## src/rtl/alu_vector_seq.sv

```systemverilog
// rtl/alu_vector_seq.sv - ALU operand sequencer: corner-case table or LFSR, stepped by button or timer
module alu_vector_seq #(
  parameter int          WIDTH           = 16,
  parameter int          DEBOUNCE_CYCLES = 16,
  parameter int          AUTO_PERIOD     = 1024,
  parameter logic [31:0] SEED            = 32'h00000001
) (
  input  logic             clk,
  input  logic             reset_n,
  input  logic             step_btn,
  input  logic [1:0]       mode,
  output logic [WIDTH-1:0] a,
  output logic [WIDTH-1:0] b,
  output logic             valid,
  output logic [2:0]       index,
  output logic             wrap
);

  localparam int CW = $clog2(DEBOUNCE_CYCLES + 1);
  localparam int TW = $clog2(AUTO_PERIOD);
  localparam logic [CW-1:0] DB_LAST  = CW'(DEBOUNCE_CYCLES - 1);
  localparam logic [TW-1:0] TMR_LAST = TW'(AUTO_PERIOD - 1);

  logic          sync1, sync2, deb_level, btn_step;
  logic [CW-1:0] deb_cnt;
  logic [TW-1:0] tmr;
  logic [1:0]    mode_q;
  logic [31:0]   lfsr, lfsr_n;
  logic [2:0]    index_n;
  logic          tick, adv;

  function automatic logic [2*WIDTH-1:0] entry(input logic [2:0] i);
    logic [WIDTH-1:0] zero, one, ones, maxv, minv;
    zero = '0;
    one  = WIDTH'(1);
    ones = '1;
    maxv = {1'b0, {(WIDTH-1){1'b1}}};
    minv = {1'b1, {(WIDTH-1){1'b0}}};
    case (i)
      3'd0:    entry = {zero, one};
      3'd1:    entry = {one, maxv};
      3'd2:    entry = {ones, zero};
      3'd3:    entry = {zero, ones};
      3'd4:    entry = {ones, ones};
      3'd5:    entry = {maxv, one};
      3'd6:    entry = {maxv, ones};
      default: entry = {minv, one};
    endcase
  endfunction

  // Source is chosen by last cycle's mode; the generator by the current mode.
  always_comb begin
    lfsr_n  = {1'b0, lfsr[31:1]} ^ (lfsr[0] ? 32'h80200003 : 32'h0);
    index_n = index + 3'd1;
    tick    = mode_q[0] && (tmr == TMR_LAST);
    adv     = mode_q[0] ? tick : btn_step;
  end

  always_ff @(posedge clk or negedge reset_n) begin
    if (!reset_n) begin
      sync1     <= 1'b0;
      sync2     <= 1'b0;
      deb_cnt   <= '0;
      deb_level <= 1'b0;
      btn_step  <= 1'b0;
    end else begin
      sync1    <= step_btn;
      sync2    <= sync1;
      btn_step <= 1'b0;
      if (sync2 == deb_level) begin
        deb_cnt <= '0;
      end else if (deb_cnt == DB_LAST) begin
        deb_cnt   <= '0;
        deb_level <= sync2;
        btn_step  <= sync2;
      end else begin
        deb_cnt <= deb_cnt + 1'b1;
      end
    end
  end

  always_ff @(posedge clk or negedge reset_n) begin
    if (!reset_n) begin
      tmr    <= '0;
      mode_q <= 2'b00;
    end else begin
      mode_q <= mode;
      if (mode != mode_q || !mode[0] || tmr == TMR_LAST)
        tmr <= '0;
      else
        tmr <= tmr + 1'b1;
    end
  end

  always_ff @(posedge clk or negedge reset_n) begin
    if (!reset_n) begin
      a     <= '0;
      b     <= WIDTH'(1);
      index <= 3'd0;
      valid <= 1'b0;
      wrap  <= 1'b0;
      lfsr  <= SEED;
    end else begin
      valid <= adv;
      wrap  <= 1'b0;
      if (adv) begin
        if (mode[1]) begin
          lfsr <= lfsr_n;
          a    <= lfsr_n[31 -: WIDTH];
          b    <= lfsr_n[WIDTH-1:0];
        end else begin
          index  <= index_n;
          {a, b} <= entry(index_n);
          wrap   <= (index == 3'd7);
        end
      end
    end
  end

endmodule

```

## config.mk

```make
export PLATFORM = sky130hd
export DESIGN_NAME = alu_vector_seq
export DESIGN_NICKNAME = d
export VERILOG_FILES = /design/src/rtl/alu_vector_seq.sv
export SDC_FILE = /design/constraint.sdc
export NUM_CORES = 1
export LEC_CHECK = 0
export CAP_MARGIN = 30
export CORE_ASPECT_RATIO = 0.9
export CORE_MARGIN = 3
export CORE_UTILIZATION = 60
export DETAILED_ROUTE_END_ITERATION = 7
export GPL_TIMING_DRIVEN = 0
export PLACE_DENSITY = 0.84
export SLEW_MARGIN = 15
export SYNTH_ARGS = -nofsm -noshare
export SYNTH_HDL_FRONTEND = slang
export SYNTH_SLANG_ARGS = --single-unit
```

## constraint.sdc

```tcl
create_clock -name clk -period 3.57 [get_ports clk]
set_input_delay 0.714 -clock clk [delete_from_list [all_inputs] [get_ports clk]]
set_output_delay 0.714 -clock clk [all_outputs]
set_load 0.05 [all_outputs]
```

==> run metrics, run 1 <==
Resize count post-CTS 0; Starting Density 63.0%; grt ovf 0; core box area around 6200 um2; Num CTS Buffers 9; Worst EP arrival roughly 2700 ps; largest net degree at the start of global routing 47; Avg Inst Size Synth around 12 um2; clock skew roughly 11 ps; final count of negative-setup-slack endpoints 0; IR drop worst, VDD about 0.32 mV; Layout Area Growth over Synthesis 18.9%; Synth async-reset ratio 100%; Total Routing Usage GR 21.5%; status finished clean; Main synth FF type dfrtp_1; post-synthesis register bit count 90; HPWL Detailed around 5200 um; minimum clock period ~2500 ps; fill cell count a little over 400; Yosys cell types 39; number of global-route vias before repair 2658; Worst Tran Pin Value ~590 ps; Post-Route WL 7570 um; final hold vios 0; post-synthesis sequential area ratio about 57%; Crit Reg-Reg Endpoint a[12]; Startpoint Class register; Syn Std Cell Area between 3000 and 4000 um2; f_max approximately 410 MHz; gpl congestion slightly below 0.8; Setup crit start index[0]; Synth Net Count roughly 340; DRT iter0 DRCs 138; data required time at the worst endpoint between 3000 and 4000 ps; global-route wire length before repair roughly 13000 um; CTS Root Cell clkbuf_8; end point of the critical path a[12]; Relative slew margins roughly 61%; FP Rows 27; FF-to-FF setup slack about 1100 ps; drt drc 0; Hold WC Path Type in2async; routed len/inst ~16 um; initial antenna violation count 0; fin. max-slew vios 0; pwr/cell area between 300 and 400 nW/um2; clk buf depth 2; final net count 395; period utilisation layout about 69%; die area ~7600 um2; CTS tree built; final worst slack 1120 ps; Via density around 5.5; port bufs 41; postcts setup bufs 0; EDFF count, synth 0; Crit Path Category reg2reg; Mapped Cells approximately 330; H-tree depth 3; RSZ-0062 raised after global routing no; clk_lat worst skew 350 ps; clock sink count 90; Critical Path Sink Type register; ant diodes 0; Pwr Total ~1800 uW; # hold bufs at CTS 0; overall die width 91.4 um; Max FO, Critical Path 10; share of post-route cells with drive strength above 1 18.4%; DR vias approximately 2600; RR Startpoint index[0]; Routed Antenna Nets 0; Lkg Pwr about 0.0021 uW; dpl ws 970 ps; Max Cap Violations 0; TritonRoute pass-1 iters 4; reg2reg path depth 8; I/O pins 42; Die Span Y 82.8 um; clk slew on worst S/H paths 90 ps; Ys Warns 0
-- placed cells by master, fill, tap and decap left out, types with 4 or more instances in the layout --
cell type,Yosys,final
dfrtp_1,88,88
a21oi_1,61,61
nor2_1,47,47
clkdlybuf4s50_1,0,40
mux2_4,20,20
mux2_2,16,16
xnor2_1,10,10
ha_1,10,10
clkbuf_8,0,9
nand3_1,7,7
clkbuf_1,7,7
xor2_1,6,6
inv_1,5,5
buf_2,5,5
nor2b_1,4,4
o21ai_0,4,4
nand2_1,4,4
buf_6,4,4
-- power breakdown --
part           total [uW]  switching, uW  internal (uW)
combinational        58.9           41.1           17.9
clock                 691            362            330
sequential           1030           4.66           1020
-- Yosys cell counts (all sizes together) (5+ instances only) --
library cell	number	area, um2
nand2	5	21.3
xor2	6	52.6
nand3	7	35.0
mux2	39	514
buf	12	88.8
ha	10	125
nor2	47	176
clkbuf	7	26.3
a21oi	61	305
dfrtp	88	2200
xnor2	10	87.6
inv	5	18.8
-- how the worst min path moves through the flow --
stage | to | slack, ps | depth (start not counted)
finish | a[15] | 360 | 1
CTS | sync2 | 360 | 0
global placement | sync2 | 330 | 0
global route | sync2 | 360 | 0
detailed placement | sync2 | 340 | 0
floorplan | sync2 | 330 | 0
-- flip-flops by register name, indices dropped and copies added, names as in the netlist --
signal,flops
sync1,1
lfsr,32
mode_q,2
deb_cnt,5
tmr,10
btn_step,1
deb_level,1
valid,1
b,16
index,3
sync2,1
a,16
wrap,1
-- cell type report --
class	count	area, um2	area share, %
clock inverters	7	75.1	1.60
flip-flops and latches	90	2250	48.2
plain buffers	19	115	2.46
inverters	5	18.8	0.401
well taps	87	109	2.33
multi-input cells	213	1550	33.1
clock buffers	9	124	2.65
repair buffers	42	435	9.30
-- per-stage QoR --
stage | instance area, um2 | setup TNS (ps) | hold WS, ps | cells | utilization (%)
CTS | 4680 | 0 | 356 | 472 | 74.9
global placement | 4460 | -122640 | 333 | 455 | 71.3
finish | 4680 | 0 | 356 | 472 | 74.9
global route | 4680 | 0 | 360 | 472 | 74.9
floorplan | 3940 | 0 | 331 | 327 | -
detailed placement | 4480 | 0 | 336 | 456 | 71.7
-- worst max-delay path: stages (launching register included) --
cell and delay [ps]:
dfrtp_1 480, ha_1 240, ha_1 270, buf_2 190
mux2i_1 110, nor2_1 360, clkbuf_1 470, a21oi_1 80
a21oi_1 190
-- kinds of logic after synthesis --
group | count (synthesis) | share of synthesized area [%]
xor gates and xnor gates | 16 | 3.56
and+or+nand+nor | 74 | 8.87
DFF | 90 | 57.3
buffers and inverters | 24 | 3.40
AOI/OAI and AO/OA | 72 | 10.1
muxes | 41 | 13.6
adders and majority gates | 10 | 3.18
-- layer usage --
layer	GRT usage, %	up-vias	share of wire (%)
met4	4.93	0	0.66
met5	0	-	0
met2	34.6	57	48
met1	29.4	1319	47
li1	-	1230	-
met3	5.80	4	3.5
Power figures use the tool's default switching activity.
==> inputs of run 2 (changes only) <==
--- a/config.mk
+++ b/config.mk
@@ -8,10 +8,10 @@
 export CAP_MARGIN = 30
 export CORE_ASPECT_RATIO = 0.9
 export CORE_MARGIN = 3
-export CORE_UTILIZATION = 60
+export CORE_UTILIZATION = 51
 export DETAILED_ROUTE_END_ITERATION = 7
 export GPL_TIMING_DRIVEN = 0
-export PLACE_DENSITY = 0.84
+export PLACE_DENSITY = 0.76
 export SLEW_MARGIN = 15
 export SYNTH_ARGS = -nofsm -noshare
 export SYNTH_HDL_FRONTEND = slang
==> constraint.sdc (replaced) <==
create_clock -name clk -period 2 [get_ports clk]
set_input_delay 0.4 -clock clk [delete_from_list [all_inputs] [get_ports clk]]
set_output_delay 0.4 -clock clk [all_outputs]
set_load 0.05 [all_outputs]
==> run metrics, run 2 (synthesized netlist as in run 1, its figures left out) <==
Total Routing Usage GR 18.1% (-3.4 points); Final Cell Area 4750 um2 (+1.4%); final hold vios 0 (unchanged); Slowest cell on crit path dfrtp_2; dpl cell area 4500 um2 (+0.34%); Setup crit start index[0]; clk slew on worst S/H paths 90 ps (about the same); largest net degree at the start of global routing 63 (+34%); f_max 512 MHz (+26%); Relative slew margins 66.5% (+5.8 points); clk_lat worst skew 350 ps (about the same); Post-Route WL 7270 um (-3.9%); drt drc 0 (unchanged); share of post-route cells with drive strength above 1 22.1% (+3.7 points); Layout Area Growth over Synthesis 20.6%; register area 2260 um2 (+0.11%); fill cell count 574 (+39%); Largest register FFs 32 (unchanged); Via density 5.32 (-3.9%); H-tree depth 3 (unchanged); Max Cap Violations 0 (unchanged); status finished clean; core box area 7260 um2 (+16%); Routed Antenna Nets 0 (unchanged); number of global-route vias before repair 2597 (-2.3%); global-route wire length before repair 12600 um (-3.4%); most common cell after layout, fill and taps aside dfrtp_1; overall die width 98.6 um (+7.9%); hold slack 362 ps (+5.94 ps); Starting Density 54.2% (-8.7 points); DRT iter0 DRCs 161 (+17%); dpl ws -284 ps (-1250 ps); Startpoint Class register; grt ovf 0 (unchanged); period utilisation layout 97.6% (+29 points); FP Rows 29 (+7.4%); final worst slack 48.8 ps (-1070 ps); final net count 399 (+1.0%); data required time at the worst endpoint 2230 ps (-1620 ps); crit-path max cell delay 440 ps (-40 ps); IR drop worst, VDD 0.417 mV (+30%); Worst Tran Pin Value 501 ps (-88.0 ps); Lkg Pwr 0.00216 uW (+1.5%); Die Span Y 89.3 um (+7.9%); Pwr Total 3070 uW (+72%); Critical Path Sink Type register; Crit Path Category reg2reg; commonest cells after routing, fill and taps aside dfrtp_1 (86), a21oi_1 (59), nor2_1 (45); largest registers lfsr: 32 flops, a: 16 flops, b: 16 flops; DR vias 2562 (-1.8%); minimum clock period 1950 ps (-503 ps); CTS Root Cell clkbuf_8; initial antenna violation count 0 (unchanged); area occupied by multi-input gates 1560 um2 (+0.97%); Num CTS Buffers 9 (unchanged); HPWL Detailed 4860 um (-6.9%); routed len/inst 15.1 um (-5.9%); Hold WC Path Type reg2reg; hold_sp sync1; final setup TNS 0 ps (unchanged); RR Startpoint index[0]; gpl congestion 0.854 (+9.2%); clock skew 13.2 ps (+2.13 ps); CTS tree built; port bufs 41 (unchanged); final count of negative-setup-slack endpoints 0 (unchanged); clock sink count 90 (unchanged); TritonRoute pass-1 iters 4 (unchanged); clk buf depth 2 (unchanged); die area 8810 um2 (+16%); crit-path cells ha_1 > ha_1 > buf_4 > a21oi_1 > o2bb2ai_1 > mux2_2 > mux2_2; Worst EP arrival 2190 ps (-540 ps); fin. max-slew vios 0 (unchanged); Most flops, register lfsr; pwr/cell area 646 nW/um2 (+70%); I/O pins 42 (unchanged); Max FO, Critical Path 8 (-2); ant diodes 0 (unchanged)
-- run 2: worst paths after layout --
path,endpoint,slack (ps),cells after the start
max,b[15],50,7
min,sync2,360,0
max reg2reg,b[15],50,7
min reg2reg,sync2,360,0
max in group asynchronous,lfsr[24],860,3
min in group asynchronous,index[2],520,2
-- run 2: what timing repair did --
action	CTS	global route
buffers inserted	2	2
endpoints found under the setup margin	24	35
hold endpoints to repair	26	0
pin swaps	2	4
hold buffers	1	0
resized for setup	9	13
-- run 2: routing by layer --
metal	share of wire, %	wire length (um)	GRT usage, %
met2	45	3270	28.2
met1	51	3680	25.3
met4	1.1	77	4.34
met3	3.3	243	5.30
met5	0	0	0
-- run 2: final cells by class --
cell class | instances | share of cell area [%]
inverters | 5 | 0.395
multi-input cells | 213 | 32.9
clock inverters | 6 | 1.05
flip-flops and latches | 90 | 47.5
well taps | 93 | 2.45
plain buffers | 18 | 2.93
clock buffers | 10 | 2.69
repair buffers | 47 | 10.0
-- run 2: critical path, delay by kind of cell (launching register included) --
family                   cells  cell delay [ps]
buffers and inverters        1              170
flip-flops                   1              440
AO/OA/AOI/OAI                2              230
adder cells (fa/ha/maj)      2              490
multiplexers                 2              520
-- run 2: where the power goes --
part / total, uW / switching [uW] / internal (uW)
registers: 1840 / 8.88 / 1830
clock network: 1120 / 651 / 465
logic: 112 / 74.9 / 37.3
total: 3070 / 735 / 2330
-- run 2: metrics by stage --
step | cells | utilization [%]
after floorplan | 327 | -
after global placement | 461 | 61.6
after detailed placement | 462 | 61.9
after CTS | 481 | 64.9
after global routing | 482 | 65.4
final | 482 | 65.4
==> inputs of run 3 (changes only) <==
--- a/config.mk
+++ b/config.mk
@@ -11,6 +11,7 @@
 export CORE_UTILIZATION = 51
 export DETAILED_ROUTE_END_ITERATION = 7
 export GPL_TIMING_DRIVEN = 0
+export MAX_ROUTING_LAYER = met4
 export PLACE_DENSITY = 0.76
 export SLEW_MARGIN = 15
 export SYNTH_ARGS = -nofsm -noshare
==> run metrics, run 3 (synthesized netlist as in run 1, its figures left out) <==
final count of negative-setup-slack endpoints 0 (unchanged); gr busiest metal met2; HPWL Detailed 4860 um (unchanged); Lkg Pwr 0.00216 uW (about the same); commonest cells after routing, fill and taps aside dfrtp_1 (86), a21oi_1 (59), nor2_1 (45); sw power 734 uW (-0.18%); crit-path cells clkdlybuf4s50_1; overall die width 98.6 um (unchanged); Sw Ratio 23.9% (-0.033 points); H-tree depth 3 (unchanged); DR vias 2555 (-0.27%); dpl ws -284 ps (unchanged); dpl cells 462 (unchanged); share of post-route cells with drive strength above 1 22.1% (unchanged); gpl congestion 0.867 (+1.6%); IR drop worst, VDD 0.416 mV (-0.12%); global-route wire length before repair 12600 um (-0.17%); Core Util, Final 65.5% (about the same); Hold Path Sink sync2; fin. max-slew vios 0 (unchanged); I/O pins 42 (unchanged); Critical Path Sink Type output pin; initial antenna violation count 0 (unchanged); crit path buf inv count 1 (unchanged); pwr/cell area 645 nW/um2 (-0.13%); largest net degree at the start of global routing 63 (unchanged); clock sink count 90 (unchanged); final setup TNS 0 ps (unchanged); Crit Reg-Reg Endpoint b[15]; ant diodes 0 (unchanged); final net count 399 (unchanged); Largest register FFs 32 (unchanged); port bufs 41 (unchanged); minimum clock period 1940 ps (-14.0 ps); TritonRoute pass-1 iters 4 (unchanged); RR Startpoint index[0]; reg2reg path depth 7 (unchanged); DRT iter0 DRCs 159 (-1.2%); final hold vios 0 (unchanged); clock skew 11.9 ps (-1.36 ps); fill cell count 573 (-0.17%); Post-Route WL 7230 um (-0.58%); Crit Path Category reg2out; period utilisation layout 96.9% (-0.70 points); Total Routing Usage GR 18.6% (+0.56 points); most common cell after layout, fill and taps aside dfrtp_1; clk_lat worst skew 350 ps (about the same); clk slew on worst S/H paths 90 ps (about the same); Crit path max-delay family buffers and inverters; final worst slack 62.8 ps (+14.0 ps); Max FO, Critical Path 2 (-6); Num CTS Buffers 9 (unchanged); Pwr Total 3060 uW (about the same); FF-to-FF setup slack 70 ps (+20 ps); routed len/inst 15.0 um (-0.58%); Via density 5.30 (-0.27%); Relative slew margins 66.5% (about the same); grt ovf 0 (unchanged); data required time at the worst endpoint 1600 ps (-630 ps); Layout Area Growth over Synthesis 20.7% (about the same); met1 Use GR 25.4% (+0.10 points); largest registers lfsr: 32 flops, a: 16 flops, b: 16 flops; CTS Root Cell clkbuf_8; CTS tree built; Die Span Y 89.3 um (unchanged); Int Pwr 2330 uW (about the same); grt met3 use 5.07% (-0.23 points); RSZ-0062 raised after global routing no; routing usage on met2 28.2% (unchanged); drt drc 0 (unchanged); f_max 516 MHz (+0.72%); Routed Antenna Nets 0 (unchanged); Hold WC Path Type reg2reg; Worst Tran Pin Value 501 ps (-0.197 ps); number of global-route vias before repair 2608 (+0.42%); die area 8810 um2 (unchanged); clk buf depth 2 (unchanged); sequential share of power 60.0% (about the same); crit-path max cell delay 810 ps (+370 ps); Final Non-Filler Cells 482 (unchanged); Startpoint Class register; FP Rows 29 (unchanged); Most flops, register lfsr; Setup crit start a[10]; worst hold path depth 0 (unchanged); hold_sp sync1; Slowest cell on crit path clkdlybuf4s50_1; core box area 7260 um2 (unchanged); Comb power frac 3.7% (about the same); Starting Density 54.2% (unchanged); Max Cap Violations 0 (unchanged); Worst EP arrival 1540 ps (-650 ps); status finished clean; Clk pwr share 36.4% (about the same)
run 3: cell counts in the layout (fill, tap and decap cells not counted):
Identical to the previous run, type by type.
run 3: metal layers:
| metal | vias to the layer above | part of all wire, % |
|---|---|---|
| met5 | - | 0 |
| li1 | 1238 | - |
| met4 | 0 | 1.1 |
| met1 | 1272 | 50 |
| met2 | 38 | 46 |
| met3 | 7 | 3.4 |
run 3: repair_timing:
item,4_1_cts,5_1_grt
buffers inserted,2,2
setup endpoints to repair,24,35
hold buffers,1,0
pin swaps,2,4
endpoints found under the hold margin,26,0
gates resized for setup,9,14
run 3: power by group through the flow:
stage / Sequential, uW / Clock (uW) / Combinational, uW
floorplan: 1870 / 0 / 41.5
CTS: 1840 / 1150 / 114
finish: 1840 / 1120 / 112
detailed placement: 1870 / 0 / 108
global route: 1840 / 1240 / 128
global placement: 1870 / 0 / 100
run 3: stage by stage:
step	instance area [um2]	hold WS (ps)
after floorplan	3940	104
after global placement	4470	333
after detailed placement	4500	347
after CTS	4710	367
after global routing	4750	377
final	4750	362
run 3: worst max-delay path by stage:
stage | cells after the start | endpoint | slack [ps]
6_report | 1 | a[10] | 60
2_1_floorplan | 8 | b[10] | 20
3_5_place_dp | 5 | a[13] | -280
4_1_cts | 7 | b[15] | 5
5_1_grt | 1 | a[4] | 2
3_3_place_gp | 1 | index[1] | -3060
run 3: area by class of cell:
cell class	instances	area [um2]	share of cell area, %
Sequential cell	90	2260	47.5
Multi-Input combinational cell	213	1560	32.9
Timing Repair Buffer	47	475	10.0
Buffer	18	143	3.00
Clock buffer	10	128	2.69
Tap cell	93	116	2.45
Clock inverter	6	50.0	1.05
Inverter	5	18.8	0.395
